==> src/rtl/dds_wave_reader_if.sv <==
// ---------------------------------------------------------------------------
// dds_wave_reader_if
// Bundles the ROM read port and the DAC sample stream of the DDS core.
//   rom_addr  : ROM address from the DDS core (master)
//   rom_q     : ROM read data, one edge after rom_addr (slave -> master)
//   dac_data  : registered output sample
//   dac_valid : dac_data carries a new sample this cycle
//   dac_sync  : first sample after a phase wrap or clear
// Modports: master = DDS core, slave = ROM / DAC side.
// ---------------------------------------------------------------------------
interface dds_wave_reader_if #(
  parameter int ADDR_WIDTH = 8,
  parameter int DATA_WIDTH = 8
);
  logic [ADDR_WIDTH-1:0] rom_addr;
  logic [DATA_WIDTH-1:0] rom_q;
  logic [DATA_WIDTH-1:0] dac_data;
  logic                  dac_valid;
  logic                  dac_sync;

  modport master (
    output rom_addr,
    input  rom_q,
    output dac_data,
    output dac_valid,
    output dac_sync
  );

  modport slave (
    input  rom_addr,
    output rom_q,
    input  dac_data,
    input  dac_valid,
    input  dac_sync
  );
endinterface

==> src/rtl/dds_wave_reader.sv <==
// ---------------------------------------------------------------------------
// dds_wave_reader
// Phase-accumulator DDS core. Addresses a synchronous waveform ROM with the
// top bits of (accumulator + phase offset), then scales the returned sample
// and presents it as a valid-qualified DAC stream with a period-sync marker.
//
// Ports:
//   clk, rst    : system clock, synchronous active-high reset
//   en          : one accumulator step and one ROM sample per cycle
//   phase_clr   : clear the accumulator at the next edge
//   cfg_load    : latch freq_word / phase_word / amp into active registers
//   freq_word   : phase increment per sample
//   phase_word  : phase offset added before addressing
//   amp         : amplitude, gain = (amp+1)/256
//   bus         : dds_wave_reader_if.master (ROM port + DAC stream)
//
// Build option:
//   DDS_AMP_SCALE_EN : when defined the amplitude multiplier is built;
//                      otherwise ROM samples pass through unscaled and amp
//                      is ignored. Latency is 2 edges in both builds.
// ---------------------------------------------------------------------------
module dds_wave_reader #(
  parameter int PHASE_WIDTH = 32,
  parameter int ADDR_WIDTH  = 8,
  parameter int DATA_WIDTH  = 8
) (
  input  logic                   clk,
  input  logic                   rst,
  input  logic                   en,
  input  logic                   phase_clr,
  input  logic                   cfg_load,
  input  logic [PHASE_WIDTH-1:0] freq_word,
  input  logic [PHASE_WIDTH-1:0] phase_word,
  input  logic [7:0]             amp,
  dds_wave_reader_if.master      bus
);

  localparam int AMP_WIDTH = 8;

  logic [PHASE_WIDTH-1:0] acc_q, acc_d;
  logic                   wrap_q, wrap_d;
  logic [PHASE_WIDTH-1:0] freq_act_q, freq_act_d;
  logic [PHASE_WIDTH-1:0] phase_act_q, phase_act_d;
  logic                   v1_q, v1_d;
  logic                   s1_q, s1_d;
  logic [DATA_WIDTH-1:0]  dac_data_q, dac_data_d;
  logic                   dac_valid_q, dac_valid_d;
  logic                   dac_sync_q, dac_sync_d;

  logic [PHASE_WIDTH:0]   acc_sum;
  logic [PHASE_WIDTH-1:0] addr_phase;
  logic [DATA_WIDTH-1:0]  sample_scaled;
  logic                   unused_phase_lo;

  // Offset is applied only on the address path so the accumulator itself
  // keeps a clean wrap point for the sync marker.
  assign addr_phase      = acc_q + phase_act_q;
  assign bus.rom_addr    = addr_phase[PHASE_WIDTH-1 -: ADDR_WIDTH];
  assign unused_phase_lo = ^addr_phase[PHASE_WIDTH-ADDR_WIDTH-1:0];

  // Extra top bit is the carry that flags a period wrap.
  assign acc_sum = {1'b0, acc_q} + {1'b0, freq_act_q};

`ifdef DDS_AMP_SCALE_EN
  localparam int PROD_W = DATA_WIDTH + AMP_WIDTH + 1;
  localparam logic [AMP_WIDTH:0] AMP_ONE = 1;

  logic [AMP_WIDTH-1:0] amp_act_q, amp_act_d;
  logic [AMP_WIDTH:0]   gain;
  logic [PROD_W-1:0]    scale_prod;
  logic                 unused_scale_bits;

  // gain spans 1..256, so q*gain/256 never exceeds q and amp=255 is unity.
  assign gain              = {1'b0, amp_act_q} + AMP_ONE;
  assign scale_prod        = PROD_W'(bus.rom_q) * PROD_W'(gain);
  assign sample_scaled     = scale_prod[DATA_WIDTH+AMP_WIDTH-1 -: DATA_WIDTH];
  assign unused_scale_bits = ^{scale_prod[PROD_W-1], scale_prod[AMP_WIDTH-1:0]};

  always_comb begin
    amp_act_d = amp_act_q;
    if (cfg_load) amp_act_d = amp;
  end

  always_ff @(posedge clk) begin
    if (rst) amp_act_q <= 8'hFF;
    else     amp_act_q <= amp_act_d;
  end
`else
  logic unused_amp;

  assign unused_amp    = ^amp;
  assign sample_scaled = bus.rom_q;
`endif

  always_comb begin
    acc_d       = acc_q;
    wrap_d      = wrap_q;
    freq_act_d  = freq_act_q;
    phase_act_d = phase_act_q;
    dac_data_d  = dac_data_q;

    if (phase_clr) begin
      acc_d  = '0;
      wrap_d = 1'b1;
    end else if (en) begin
      acc_d  = acc_sum[PHASE_WIDTH-1:0];
      wrap_d = acc_sum[PHASE_WIDTH];
    end

    // Step on the load edge still uses the old increment.
    if (cfg_load) begin
      freq_act_d  = freq_word;
      phase_act_d = phase_word;
    end

    // Stage 1 tracks the ROM read issued this cycle, independent of
    // phase_clr: the current address is sampled before the clear lands.
    v1_d = en;
    s1_d = en & wrap_q;

    if (v1_q) dac_data_d = sample_scaled;
    dac_valid_d = v1_q;
    dac_sync_d  = s1_q;
  end

  always_ff @(posedge clk) begin
    if (rst) begin
      acc_q       <= '0;
      wrap_q      <= 1'b1;
      freq_act_q  <= '0;
      phase_act_q <= '0;
      v1_q        <= 1'b0;
      s1_q        <= 1'b0;
      dac_data_q  <= '0;
      dac_valid_q <= 1'b0;
      dac_sync_q  <= 1'b0;
    end else begin
      acc_q       <= acc_d;
      wrap_q      <= wrap_d;
      freq_act_q  <= freq_act_d;
      phase_act_q <= phase_act_d;
      v1_q        <= v1_d;
      s1_q        <= s1_d;
      dac_data_q  <= dac_data_d;
      dac_valid_q <= dac_valid_d;
      dac_sync_q  <= dac_sync_d;
    end
  end

  assign bus.dac_data  = dac_data_q;
  assign bus.dac_valid = dac_valid_q;
  assign bus.dac_sync  = dac_sync_q;

endmodule
==> src/flat_wrapper.sv <==
// flat-port wrapper written by rule: the top's interface ports become plain ports
module dds_wave_reader_flat 
#(
  parameter int PHASE_WIDTH = 32,
  parameter int ADDR_WIDTH  = 8,
  parameter int DATA_WIDTH  = 8
)
  (clk, rst, en, phase_clr, cfg_load, freq_word, phase_word, amp, bus_rom_addr, bus_rom_q, bus_dac_data, bus_dac_valid, bus_dac_sync);
  dds_wave_reader_if #(.ADDR_WIDTH(ADDR_WIDTH), .DATA_WIDTH(DATA_WIDTH)) bus_i ();
  input  logic clk;
  input  logic rst;
  input  logic en;
  input  logic phase_clr;
  input  logic cfg_load;
  input  logic [PHASE_WIDTH-1:0] freq_word;
  input  logic [PHASE_WIDTH-1:0] phase_word;
  input  logic [7:0] amp;
  output wire logic [$bits(bus_i.rom_addr)-1:0] bus_rom_addr;
  input wire logic [$bits(bus_i.rom_q)-1:0] bus_rom_q;
  output wire logic [$bits(bus_i.dac_data)-1:0] bus_dac_data;
  output wire logic [$bits(bus_i.dac_valid)-1:0] bus_dac_valid;
  output wire logic [$bits(bus_i.dac_sync)-1:0] bus_dac_sync;
  assign bus_rom_addr = bus_i.rom_addr;
  assign bus_i.rom_q = bus_rom_q;
  assign bus_dac_data = bus_i.dac_data;
  assign bus_dac_valid = bus_i.dac_valid;
  assign bus_dac_sync = bus_i.dac_sync;
  dds_wave_reader #(.PHASE_WIDTH(PHASE_WIDTH), .ADDR_WIDTH(ADDR_WIDTH), .DATA_WIDTH(DATA_WIDTH)) u_core (.clk(clk), .rst(rst), .en(en), .phase_clr(phase_clr), .cfg_load(cfg_load), .freq_word(freq_word), .phase_word(phase_word), .amp(amp), .bus(bus_i));
endmodule
==> config.mk <==
export PLATFORM = sky130hd
export DESIGN_NAME = dds_wave_reader_flat
export DESIGN_NICKNAME = d
export VERILOG_FILES = /design/src/rtl/dds_wave_reader_if.sv /design/src/rtl/dds_wave_reader.sv /design/src/flat_wrapper.sv
export SDC_FILE = /design/constraint.sdc
export NUM_CORES = 1
export LEC_CHECK = 0
export BUFFER_PORTS_ARGS = -buffer_cell sky130_fd_sc_hd__buf_2
export CAP_MARGIN = 10
export CORE_UTILIZATION = 45
export CTS_BUF_LIST = sky130_fd_sc_hd__clkbuf_4
export DETAILED_ROUTE_END_ITERATION = 8
export HOLD_SLACK_MARGIN = 0.05
export PLACE_DENSITY = 0.75
export RECOVER_POWER = 25
export SLEW_MARGIN = 15
export SYNTH_ARGS = -nofsm -noshare
export SYNTH_HDL_FRONTEND = slang
export SYNTH_SLANG_ARGS = --single-unit
==> constraint.sdc <==
create_clock -name clk -period 3.4 [get_ports clk]
set_input_delay 0.17 -clock clk [delete_from_list [all_inputs] [get_ports clk]]
set_output_delay 0.17 -clock clk [all_outputs]
set_load 0.005 [all_outputs]
Word-level counts from Yosys, hierarchy flattened

Index checks and enable logic that the tools add are counted.

Add/sub/neg operators: 2
Bitwise gates (word level): 1
Reduce and logical (&&, ||, !) cells: 1

Operators by type and width:

| operator                                  | number |
|---|---|
| 32-bit by 32-bit adder with 33-bit output | 1 |
| 32-bit adder                              | 1 |
| 2-bit OR reduction                        | 1 |
| 1-bit bitwise AND                         | 1 |

Register bits after elaboration: 109
Word-level logic and storage cells: 13

Logic depth before layout (Yosys ltp)

Word-level depth: 1
Mapped depth: 10
Mapped depth without buffers: 9

Least setup slack after synthesis

No wires, ideal clock.

Kind: reg-to-reg
From: reg u_core.freq_act_q[22]
To: reg u_core.acc_q[31]
Clock period less this slack: 2423 ps
Required time: 3273 ps
Arrival: 2296 ps
Setup slack: 977 ps
Cell stages (with the launch flop): 11
Path buffers: 1
Cells stage by stage: dfxtp_1 ha_1 buf_6 a21o_1 o21bai_4 a2111oi_4 o311ai_1 a211oi_2 a31oi_1 nor4bb_1 or3_1

Longest elaborated chain between the ends: 1

Ends and longest elaborated chain:

| element                                   | line                   | text |
|---|---|---|
| start, declared                           | dds_wave_reader.sv:42  | `logic [PHASE_WIDTH-1:0] freq_act_q, freq_act_d;` |
| start signal, assigned                    | dds_wave_reader.sv:140 | `freq_act_q <= freq_act_d;` |
| 32-bit by 32-bit adder with 33-bit output | dds_wave_reader.sv:62  | `assign acc_sum = {1'b0, acc_q} + {1'b0, freq_act_q};` |
| end signal, assigned                      | dds_wave_reader.sv:128 | `acc_q <= '0;` |
| end signal, assigned                      | dds_wave_reader.sv:138 | `acc_q <= acc_d;` |
| end, declared                             | dds_wave_reader.sv:40  | `logic [PHASE_WIDTH-1:0] acc_q, acc_d;` |

Every way passes these cells.
A chain may end at the register's enable or synchronous reset.

Worst setup path in the final report

From: reg u_core.phase_act_q[21]
To: out bus_rom_addr[7]

Longest elaborated chain between the ends: 1

Ends and longest elaborated chain:

| element                | line                   | text |
|---|---|---|
| start, declared        | dds_wave_reader.sv:43  | `logic [PHASE_WIDTH-1:0] phase_act_q, phase_act_d;` |
| start signal, assigned | dds_wave_reader.sv:141 | `phase_act_q <= phase_act_d;` |
| 32-bit adder           | dds_wave_reader.sv:57  | `assign addr_phase = acc_q + phase_act_q;` |
| end, declared          | flat_wrapper.sv:18     | `output wire logic [$bits(bus_i.rom_addr)-1:0] bus_rom_addr;` |

Every way passes these cells.

==> results.json <==
{
  "status": "completed",
  "synth_cells": 727,
  "clk_latency_ps": 510,
  "grtUsageTotal": 0.2238,
  "max_slew_margin": 0.008762,
  "ios": 103,
  "totalWireLength_um": 16120,
  "leakagePower_nw": 3.792,
  "yosys.area.top_type": "dfxtp_1",
  "grt_pass1_vias": 5569,
  "post-cts-setup-buffer-count": 0,
  "required_ps": 3230,
  "die-area_um2": 14850,
  "avgSynthCellArea_um2": 8.891,
  "min_to": "u_core.acc_q[20]$_SDFFE_PP0P_",
  "synth-edff-count": 0,
  "place_congestion": 0.9321,
  "place_inst": 970,
  "coreArea_um2": 13930,
  "antenna_found_initial": 0,
  "setup_viol_count_final": 0,
  "setup.worst_path.class": "reg -> out",
  "crit_path_end_kind": "output pin",
  "yosysSeqAreaShare": 0.3376,
  "worst_pin_slew_ps": 1487,
  "nNetsFinal": 1023,
  "cts_tree": "yes",
  "path_clk_slew_ps": 160,
  "ff2ff_path_depth": 9,
  "vias": 5757,
  "num_antenna_cells": 0,
  "die_h_um": 121.9,
  "synth_nets": 875,
  "r2r-end": "u_core.acc_q[30]$_SDFFE_PP0P_",
  "portBuffers": 94,
  "min_path_type": "in -> reg",
  "min-delay-start": "en",
  "routed_via_density": 5.431,
  "cts_buffers": 9,
  "drt_iter0_markers": 387,
  "dp_slack_ps": 590.6,
  "r2r_setup_slack_ps": 540,
  "finalHoldViolations": 0,
  "crit_fanout": 3,
  "cp-start-kind": "register",
  "drive_gt1_frac": 0.1455,
  "antenna_left": 0,
  "finClkSkew_ps": 25.01,
  "cp.arrival_ps": 3040,
  "hold_depth": 3,
  "die_w_um": 121.9,
  "dr.pass1.iters": 4,
  "finalCriticalPeriod_ps": 3211,
  "final_util": 0.5747,
  "htree_levels": 3,
  "fin_ws_ps": 189.4,
  "cts.sinks": 109,
  "cts.path.max_buffers": 2,
  "grt_pass1_wl_um": 25820,
  "yosysWarnings": 0,
  "area_growth_pct": 23.89,
  "slew_violations": 0,
  "num_rows": 43,
  "register_area_um2": 2183,
  "dp.final_hpwl_um": 11180,
  "synth_seq_cells": 109,
  "wire_per_inst_um": 15.21,
  "drc": 0,
  "synth.top_cell.area_share": 0.3376,
  "ir_drop_mv": 0.1730,
  "cts_root_buffer": "clkbuf_4",
  "n_fill_cell": 1215,
  "yosys-top-cells-area": "dfxtp_1, mux2i_1, ha_1, nor2_1, a21oi_1",
  "multi_input_comb_area_um2": 4103,
  "syn-cell-area_um2": 6464,
  "fmaxAchievable_ghz": 0.3115,
  "start_util": 0.4639,
  "reg2reg_from": "u_core.acc_q[0]$_SDFFE_PP0P_",
  "finalNonFillerCells": 1060,
  "drv_cap": 0,
  "setup_tns_ps": 0,
  "fin_crit_sh": 0.9443,
  "synth.distinct_cells": 61,
  "grt_max_degree": 75,
  "grt_overflow": 0,
  "synth_flop_cell": "dfxtp_1",
  "async_reset_ff_frac": 0,
  "power.density_nw_per_um2": 341.2
}
## Yosys cell counts, drive strengths merged, types with 2 or more instances
cell and number:
a2111oi 3, a211o 2, a211oi 10, a21o 19
a21oi 52, a221oi 2, a31o 2, a31oi 8
a41oi 2, and2 3, and3 5, and4 2
buf 14, clkbuf 23, dfxtp 109, ha 62
inv 13, mux2i 88, nand2 46, nand2b 2
nand3 6, nand3b 2, nand4 12, nor2 112
nor2b 6, nor3 6, o21a 11, o21ai 38
o21ba 2, o21bai 7, o221ai 2, o311ai 2
o31ai 3, or2 2, or4 2, xnor2 15
xor2 20
## power by group
group / internal [W] / switching [W]
registers: 0.00134 / 0.0000458
logic: 0.000234 / 0.000228
clock network: 0.000444 / 0.000441
## per-stage QoR
step	total power (W)	hold WS, ps	instance area (um^2)
after floorplan	0.001681	249.1	6464
final	0.002733	279.8	8008
after global routing	0.002854	261.2	8008
after detailed placement	0.001802	386.2	7022
after CTS	0.002749	253.1	7966
after global placement	0.001794	382.6	7022
## critical path, cell delays in order (launching register included)
cell and delay [ps]:
dfxtp_1 370, ha_1 320, nand4_1 160, or4_4 570, nor3_2 210, a41oi_2 70, a21oi_2 230, a221oi_2 110
o21ba_2 220, xnor2_1 150, buf_2 140
## routing by layer
layer | share of wire | up-vias | GRT usage
li1 | - | 2922 | -
met1 | 0.44 | 2651 | 0.2562
met2 | 0.49 | 138 | 0.3919
met3 | 0.036 | 46 | 0.05150
met4 | 0.035 | 0 | 0.1042
met5 | 0 | - | 0
## cell families (layout without fill, tap and decap cells)
| logic type | after synthesis | after routing | synth area share |
|---|---|---|---|
| AND/OR/NAND/NOR | 209 | 209 | 0.1415 |
| AO/OA/AOI/OAI | 173 | 173 | 0.1779 |
| flip-flops | 109 | 109 | 0.3376 |
| multiplexers | 88 | 88 | 0.1363 |
| adder cells (fa/ha/maj) | 63 | 63 | 0.1231 |
| buffers and inverters | 50 | 203 | 0.03620 |
| XOR/XNOR | 35 | 35 | 0.04743 |
## repair_timing
action | 4_1_cts | 5_1_grt
endpoints found under the setup margin | 0 | 3
hold buffers | 74 | 0
resized for setup | 0 | 11
endpoints found under the hold margin | 73 | 0
## layout by cell type (no fill, tap or decap), drive strengths merged, types with 5 or more instances in the layout
cell type,instances
nor2,112
dfxtp,109
buf,89
mux2i,88
dlygate4sd3,74
ha,62
a21oi,52
nand2,46
o21ai,38
xor2,20
clkbuf,20
a21o,19
xnor2,15
inv,14
nand4,12
o21a,11
a211oi,10
a31oi,8
o21bai,7
nand3,6
nor2b,6
nor3,6
and3,5
## worst max-delay path by stage
stage,startpoint,to,depth (start not counted)
after floorplan,u_core.freq_act_q[22]$_SDFFE_PP0P_,u_core.acc_q[31]$_SDFFE_PP0P_,10
after global placement,u_core.acc_q[7]$_SDFFE_PP0P_,bus_rom_addr[7],10
after detailed placement,u_core.acc_q[1]$_SDFFE_PP0P_,u_core.acc_q[31]$_SDFFE_PP0P_,9
after CTS,u_core.acc_q[7]$_SDFFE_PP0P_,bus_rom_addr[7],10
after global routing,u_core.acc_q[23]$_SDFFE_PP0P_,bus_rom_addr[7],10
final,u_core.phase_act_q[21]$_SDFFE_PP0P_,bus_rom_addr[7],10
## final cells by class
cell class                      instances  share of cell area
Clock buffer                            9            0.008438
Tap cell                              180             0.02813
Timing Repair Buffer                  174              0.1553
Multi-Input combinational cell        568              0.5123
Inverter                               13            0.006094
Sequential cell                       109              0.2727
Clock inverter                          7             0.01703
## flip-flops by register name, summed over array words and instances (netlist names)
name                  count
u_core.freq_act_q        32
u_core.bus.dac_sync       1
u_core.dac_sync_d         1
u_core.wrap_q             1
u_core.acc_q             32
u_core.bus.dac_valid      1
u_core.dac_valid_d        1
u_core.bus.dac_data       8
u_core.phase_act_q       32
No activity file was read; power rests on OpenSTA's default activity.
